## config.mk

```make
export PLATFORM = sky130hd
export DESIGN_NAME = gfp_addsub_serial
export DESIGN_NICKNAME = d
export VERILOG_FILES = /design/src/rtl/gfp_pkg.sv /design/src/rtl/limb_addsub.sv /design/src/rtl/gfp_addsub_serial.sv
export SDC_FILE = /design/constraint.sdc
export NUM_CORES = 2
export LEC_CHECK = 0
export CAP_MARGIN = 25
export CORE_ASPECT_RATIO = 1.25
export CORE_MARGIN = 2
export CORE_UTILIZATION = 40
export CTS_BUF_LIST = sky130_fd_sc_hd__clkbuf_16
export CTS_CLUSTER_DIAMETER = 120
export DETAILED_ROUTE_END_ITERATION = 16
export PLACE_DENSITY_LB_ADDON = 0.2
export SLEW_MARGIN = 20
export SYNTH_ARGS = -nofsm -noshare
export SYNTH_HDL_FRONTEND = slang
export SYNTH_SLANG_ARGS = --single-unit
export TNS_END_PERCENT = 100
```

## constraint.sdc

```tcl
create_clock -name clk -period 7.3 [get_ports clk]
set_input_delay 1.46 -clock clk [delete_from_list [all_inputs] [get_ports clk]]
set_output_delay 1.46 -clock clk [all_outputs]
set_load 0.1 [all_outputs]
```

## src/rtl/gfp_pkg.sv

```systemverilog
// Shared types and field constants for the limb-serial GF(p) adder/subtractor.
package gfp_pkg;

   typedef enum logic [1:0] {
      IDLE  = 2'd0,
      PASS1 = 2'd1,
      PASS2 = 2'd2,
      SEL   = 2'd3
   } state_t;

   // 2^255 - 19
   localparam logic [255:0] P25519   = {1'b0, {255{1'b1}}} - 256'd18;
   // 2^256 - 189, large enough that a+b overflows 256 bits
   localparam logic [255:0] P256M189 = {256{1'b1}} - 256'd188;

endpackage

```

## src/rtl/limb_addsub.sv

```systemverilog
// One LIMB-wide carry/borrow stage: r = x+y+ci or r = x-y-ci, co is carry or borrow out.
module limb_addsub #(
   parameter int LIMB = 64
) (
   input  logic [LIMB-1:0] x,
   input  logic [LIMB-1:0] y,
   input  logic            ci,
   input  logic            sub,
   output logic [LIMB-1:0] r,
   output logic            co
);

   logic [LIMB:0] ext;

   // In subtract mode bit LIMB of the (LIMB+1)-bit difference is the borrow.
   always_comb begin
      ext = '0;
      if (sub) ext = {1'b0, x} - {1'b0, y} - {{LIMB{1'b0}}, ci};
      else     ext = {1'b0, x} + {1'b0, y} + {{LIMB{1'b0}}, ci};
   end

   assign r  = ext[LIMB-1:0];
   assign co = ext[LIMB];

endmodule

```

## src/rtl/gfp_addsub_serial.sv

```systemverilog
// Limb-serial (a+b) mod p / (a-b) mod p: pass 1 forms s, pass 2 forms the corrected t,
// and SEL picks whichever of s/t is the reduced value.
module gfp_addsub_serial
   import gfp_pkg::*;
#(
   parameter int WIDTH = 256,
   parameter int LIMB  = 64
) (
   input  logic             clk,
   input  logic             reset,
   input  logic             start,
   input  logic             mode,
   input  logic [WIDTH-1:0] a,
   input  logic [WIDTH-1:0] b,
   input  logic [WIDTH-1:0] p,
   output logic             busy,
   output logic             done,
   output logic [WIDTH-1:0] result
);

   localparam int NLIMB = WIDTH / LIMB;
   localparam int CW    = (NLIMB > 1) ? $clog2(NLIMB) : 1;
   localparam logic [CW-1:0] LAST = CW'(NLIMB - 1);

   if (WIDTH % LIMB != 0) begin : g_bad_limb
      $error("WIDTH must be a multiple of LIMB");
   end

   state_t           state, state_nx;
   logic [CW-1:0]    cnt;
   logic [WIDTH-1:0] ra, rb, rp, rs, rt;
   logic             op_sub, c, w1, w2;
   logic [LIMB-1:0]  lx, ly, lr;
   logic             lci, lsub, lco;
   logic             last;
   logic [WIDTH-1:0] sel_val;

   function automatic logic [WIDTH-1:0] rot(input logic [WIDTH-1:0] x);
      return (x >> LIMB) | (x << (WIDTH - LIMB));
   endfunction

   function automatic logic [WIDTH-1:0] shin(input logic [WIDTH-1:0] x, input logic [LIMB-1:0] l);
      return (x >> LIMB) | (WIDTH'(l) << (WIDTH - LIMB));
   endfunction

   assign last = (cnt == LAST);

   always_comb begin
      state_nx = state;
      busy     = (state != IDLE);
      case (state)
         IDLE:    if (start) state_nx = PASS1;
         PASS1:   if (last)  state_nx = PASS2;
         PASS2:   if (last)  state_nx = SEL;
         SEL:     state_nx = IDLE;
         default: state_nx = IDLE;
      endcase
   end

   // PASS2 reuses the same stage with the opposite operation, s against p.
   always_comb begin
      lx   = rs[LIMB-1:0];
      ly   = rp[LIMB-1:0];
      lci  = w2;
      lsub = ~op_sub;
      if (state == PASS1) begin
         lx   = ra[LIMB-1:0];
         ly   = rb[LIMB-1:0];
         lci  = op_sub ? w1 : c;
         lsub = op_sub;
      end
   end

   limb_addsub #(.LIMB(LIMB)) u_limb (
      .x   (lx),
      .y   (ly),
      .ci  (lci),
      .sub (lsub),
      .r   (lr),
      .co  (lco)
   );

   // Add: s >= p exactly when a+b overflowed or s-p did not borrow.
   always_comb begin
      sel_val = rs;
      if (op_sub) begin
         if (w1) sel_val = rt;
      end else begin
         if (c | ~w2) sel_val = rt;
      end
   end

   always_ff @(posedge clk or negedge reset) begin
      if (!reset) begin
         state  <= IDLE;
         cnt    <= '0;
         ra     <= '0;
         rb     <= '0;
         rp     <= '0;
         rs     <= '0;
         rt     <= '0;
         op_sub <= 1'b0;
         c      <= 1'b0;
         w1     <= 1'b0;
         w2     <= 1'b0;
         done   <= 1'b0;
         result <= '0;
      end else begin
         state <= state_nx;
         done  <= 1'b0;
         case (state)
            IDLE: begin
               if (start) begin
                  ra     <= a;
                  rb     <= b;
                  rp     <= p;
                  op_sub <= mode;
                  c      <= 1'b0;
                  w1     <= 1'b0;
                  w2     <= 1'b0;
                  cnt    <= '0;
               end
            end
            PASS1: begin
               ra <= rot(ra);
               rb <= rot(rb);
               rs <= shin(rs, lr);
               if (op_sub) w1 <= lco;
               else        c  <= lco;
               cnt <= last ? '0 : cnt + 1'b1;
            end
            PASS2: begin
               rp  <= rot(rp);
               rs  <= rot(rs);
               rt  <= shin(rt, lr);
               w2  <= lco;
               cnt <= last ? '0 : cnt + 1'b1;
            end
            SEL: begin
               result <= sel_val;
               done   <= 1'b1;
            end
            default: ;
         endcase
      end
   end

endmodule

```

* Word-level counts from Yosys, hierarchy flattened
Cells that the tools add are included.
Storage, ports and cells: flip-flop bits (word level) 1545, input bits 772, output and inout port bits 258, word-level logic and storage cells 80
Operators by class: $add $sub $neg 5, eq/ne operators 9, mux-type cells 30, bitwise gates (word level) 9, reduce and logical (&&, ||, !) cells 14
Operators with widths (number):
- one-hot mux 256 bit (2 select lines) | 4
- 2-to-1 mux 256 bit | 6
- OR 192 x 256 -> 256 bit | 6
- 2-to-1 mux 64 bit | 2
- adder 64 x 64 -> 65 bit | 1
- adder 65 x 1 -> 65 bit | 1
- 2-to-1 mux 65 bit | 1
- subtractor 64 x 64 -> 65 bit | 1
- subtractor 65 x 1 -> 65 bit | 1
- 2-to-1 mux 2 bit | 5
- != test 2 bit, second input constant | 5
- nonzero test 2 bit | 5
- AND reduction 3 bit | 3
- one-hot mux 2 bit (4 select lines) | 1
- AND reduction 2 bit | 4
- 2-to-1 mux 1 bit | 7
- equality test 2 bit, second input constant | 3
- one-hot mux 1 bit (2 select lines) | 3
- one-hot mux 2 bit (2 select lines) | 1
- adder 2 x 1 -> 2 bit, second input constant | 1
- equality test 2 x 1 -> 1 bit, second input constant | 1
- logical NOT 2 bit | 1
- NOT 1 bit | 2
- OR reduction 2 bit | 1
- OR 1 bit | 1

* Depth between registers and ports, before layout
depth in word-level cells 7, gate-level depth with buffers 22, depth with buffers taken out 18

* Cells and area by module
A second synthesis with hierarchy kept.
Unflattened totals: cells, all modules 7663, area total of the unflattened synthesis 82531.7 um2
By module, submodules not included:
- gfp_addsub_serial | times used 1, cells each 6173, area an instance 72852.4 um2, sequential area each 38662.1 um2
- limb_addsub | times used 1, cells each 1490, area an instance 9679.3 um2, sequential area each 0.0 um2

* Worst setup path before layout
OpenSTA, ideal clock, no wires.
path type flip-flop to flip-flop, from register state[1], to register rt[243], library setup time 126 ps, arrival time 5405 ps, data required time 7174 ps, setup slack 1769 ps, stages on the path, launching flop included 20, buffers on the path 4, period minus slack after synthesis 5531 ps, cells stage by stage dfrtp_1 > inv_1 > ha_1 > buf_4 > clkbuf_1 > clkbuf_1 > clkbuf_1 > mux2i_1 > fa_1 > inv_1 > ha_1 > or4_1 > a21oi_2 > or3_4 > o31a_1 > or4_4 > a2111o_1 > a311o_1 > mux2_4 > o32a_1
Between the ends: longest elaborated chain between the ends 6, elaborated cells between the ends (all ways) 12, classes of those cells 4 x add/sub; 2 x eq/ne; 5 x mux; 1 x bitwise
Ends and longest elaborated chain:
- start: declaration | RTL line gfp_addsub_serial.sv:29 | state_t state, state_nx;
- start signal: assignment | RTL line gfp_addsub_serial.sv:109 | state <= state_nx;
- equality test 2 x 1 -> 1 bit | RTL line gfp_addsub_serial.sv:66 | if (state == PASS1) begin
- 2-to-1 mux 64 bit | RTL line gfp_addsub_serial.sv:66
- adder 64 x 64 -> 65 bit / subtractor 64 x 64 -> 65 bit (equally long branches) | RTL line limb_addsub.sv:19, limb_addsub.sv:18
- adder 65 x 1 -> 65 bit / subtractor 65 x 1 -> 65 bit (equally long branches) | RTL line limb_addsub.sv:19, limb_addsub.sv:18
- 2-to-1 mux 65 bit | RTL line limb_addsub.sv:18 | if (sub) ext = {1'b0, x} - {1'b0, y} - {{LIMB{1'b0}}, ci};
- OR 192 x 256 -> 256 bit | RTL line gfp_addsub_serial.sv:43 | return (x >> LIMB) | (WIDTH'(l) << (WIDTH - LIMB));
- end signal: assignment | RTL line gfp_addsub_serial.sv:135 | rt <= shin(rt, lr);
- end: declaration | RTL line gfp_addsub_serial.sv:31 | logic [WIDTH-1:0] ra, rb, rp, rs, rt;
Parallel ways exist; a longest one is shown, timed or not. A chain may end at the register's enable or synchronous reset.

* Worst setup path in the final report
from register state[1], to register rt[242]
Same word-level chain as after synthesis.

==> impl_metrics.yaml <==
logic_synthesis:
  yosys_warnings: 0
  synth.largest_area_cell: "dfrtp_1"
  synth.distinct_cells: 71
  synth_nets: 8510
  synth_seq_area_share_pct: 49.8
  yosysTopAreaCellShare_pct: 49.8
  synthArstFlopShare_pct: 100
  synthFlopType: "dfrtp_1"
  synth_area_leaders: "dfrtp_1 50%, mux2i_1 14%, mux2_2 7.6%, o21ai_0 6.0%, nand2_1 4.6%"
  syn_avg_cell_area_um2: 10.3
  synth.ff_latch_count: 1545
  synth_edf_count: 0
  synthesis.area_mm2: 0.0777
  synthCells: 7540
detailed_routing:
  wire_per_inst_um: 25.3
  finalWirelength_um: 278000
  vias_per_cell: 5.43
  drtPass1Iterations: 7
  drcViolationCount: 0
  via_count: 59905
  ant_nets: 0
  first_iter_violations: 4252
timing:
  fmaxAchievable_ghz: 0.158
  finalHoldViolCount: 0
  fin_crit_sh_pct: 86.5
  slew_headroom_pct: 23.2
  setup_viol: 0
  fin_skew_ns: 0.0650
  period_minus_slack_ns: 6.32
  rsz0062_at_grt: "false"
  whs_ns: 0.477
  slew_viol_final: 0
  tightest_slew_ns: 1.15
  tns_ns: 0
worst_setup_path:
  startpoint_type: "flip-flop"
  critPathKind: "reg -> reg"
  cp_slowest_cell: "ha_4"
  crit_arrival_ns: 6.95
  crit_chain: "inv_1, ha_4, mux2_2, inv_1, fa_1, inv_1, fa_1, a21o_1, a221oi_1, or3_1, o21ai_0, a31oi_1, buf_4, a21oi_1, o41ai_1, nor4_1, a21oi_1"
  required_ns: 7.94
  crit_fanout: 54
  end_kind: "flip-flop"
  slowest_delay_ns: 0.80
  path_common_cell: "inv_1"
outcome:
  status: "completed"
floorplan:
  die_w_um: 398
  core_area_mm2: 0.193
  die_y_um: 497
  fp-row-count: 180
  io_pins: 1030
  initial_core_util_pct: 40.3
  dieArea_mm2: 0.198
clock_tree:
  cts_hold_buffers: 0
  post_cts_buffers: 0
  clk_latency_ns: 0.83
  cts-resized-gates: 0
  cts_max_path_buffers: 3
  path_clk_slew_ns: 0.06
  cts_tree: "built"
  clkSinkCount: 1545
  cts_made_buffers: 161
  clock-root-buffer: "clkbuf_16"
  cts_htree_levels: 4
final_layout:
  fin_cells: 11027
  drive_gt1_share_pct: 10.1
  fillCellCount: 17974
  final_nets: 9267
  layout_common_cells: "1,545 x dfrtp_1, 1,058 x mux2i_1, 1,028 x clkdlybuf4s50_1, 957 x nand2_1, 938 x o21ai_0"
  design_area_mm2: 0.0956
  layout_commonest_cell: "dfrtp_1"
  area_growth_pct: 23.0
place:
  placedCellCount: 10680
  dp_hpwl_um: 216000
  io_buffer_count: 1029
  gp_congestion: 0.947
  placedInstanceArea_mm2: 0.0903
hold_path:
  worstHoldPathType: "reg -> reg"
global_routing:
  gr-total-overflow: 0
  grt_antenna_before_repair: 182
  grt_pass1_wl_um: 403000
  grt_usage_pct: 27.5
  grt_max_degree: 263
  grt_pass1_vias: 58587
job:
  max-cap-violations: 0
==> cell usage after synthesis (9+ instances only) <==
| cell type | number |
|---|---|
| nor4_1 | 13 |
| o2bb2ai_1 | 9 |
| o21ai_0 | 938 |
| buf_1 | 44 |
| xnor2_1 | 58 |
| a31oi_1 | 33 |
| inv_1 | 204 |
| mux2i_1 | 1058 |
| nor2_1 | 435 |
| o21bai_1 | 34 |
| and3_1 | 26 |
| nand4_1 | 53 |
| a2111oi_0 | 9 |
| a21o_1 | 66 |
| dfrtp_1 | 1545 |
| a211oi_1 | 19 |
| xor2_1 | 40 |
| a211o_1 | 12 |
| mux2_2 | 526 |
| nand2b_1 | 15 |
| nand3_1 | 36 |
| clkbuf_1 | 464 |
| o221ai_1 | 15 |
| nor2b_1 | 16 |
| o211ai_1 | 10 |
| o31ai_1 | 10 |
| o21a_1 | 17 |
| a21oi_1 | 499 |
| or3_1 | 20 |
| nand2_1 | 957 |
| nor3_1 | 40 |
| and2_1 | 10 |
| ha_1 | 194 |
==> worst paths after layout <==
check                          from       to  slack, ns  cells past startpoint
setup / recovery           state[1]  rt[242]       0.98                     17
hold / removal              ra[152]  ra[152]       0.48                      2
setup reg to reg           state[1]  rt[242]       0.98                     17
hold reg to reg             ra[152]  ra[152]       0.48                      2
max in group asynchronous     reset  rs[111]       4.98                      2
min in group asynchronous     reset  ra[204]       0.56                      1
==> kinds of logic (layout without fill, tap and decap cells) <==
| kind of cell | after synthesis | in the layout | share of synthesized area [%] |
|---|---|---|---|
| XOR/XNOR | 98 | 98 | 1.10 |
| other | 0 | 59 | 0 |
| adder cells (fa/ha/maj) | 198 | 198 | 3.23 |
| AND/OR/NAND/NOR | 1650 | 1650 | 8.75 |
| buffers and inverters | 715 | 1595 | 3.47 |
| AO/OA/AOI/OAI | 1748 | 1748 | 12.4 |
| multiplexers | 1586 | 1586 | 21.3 |
| flip-flops | 1545 | 1545 | 49.8 |
==> registers in the layout (all words and copies together) (netlist names) <==
signal,count
c,1
cnt,2
done,1
op_sub,1
ra,256
rb,256
result,256
rp,256
rs,256
rt,256
state,2
w1,1
w2,1
==> per-stage QoR <==
stage	utilization, %	setup WS, ns
final	49.6	0.985
after global routing	49.5	0.557
after CTS	49.5	0.910
after detailed placement	46.8	0.955
after global placement	46.8	1.17
after floorplan	-	1.77
==> area by class of cell <==
class                      instances  area (um2)  share of cell area, %
clock inverter                   123        1030                   1.07
clock buffer                     163        4080                   4.27
multi-input combinational       5280       36500                   38.1
timing repair buffer            1105       11200                   11.8
antenna                           59         148                  0.154
sequential                      1545       38700                   40.5
tap                             2548        3190                   3.34
inverter                         204         766                  0.801
==> worst max-delay path: cells and delay by family (launching register included) <==
family | cells | cell delay (ns)
compound gates | 7 | 2.21
flops | 1 | 0.46
simple gates | 2 | 1.05
buf+inv | 4 | 0.60
fa+ha+maj | 3 | 1.41
mux | 1 | 0.34
==> per-layer routing <==
layer | routed length (um) | vias to the layer above | global-route usage (%) | share of wire [%]
li1 | - | 28044 | - | -
met3 | 17700 | 503 | 6.19 | 6.4
met5 | 719 | - | 0 | 0.26
met2 | 126000 | 1610 | 42.9 | 45
met1 | 124000 | 29642 | 37.6 | 44
met4 | 9870 | 106 | 9.89 | 3.5
Power is not shown: default switching activity piles up to over one toggle a cycle in this logic, so the estimate is an artifact.
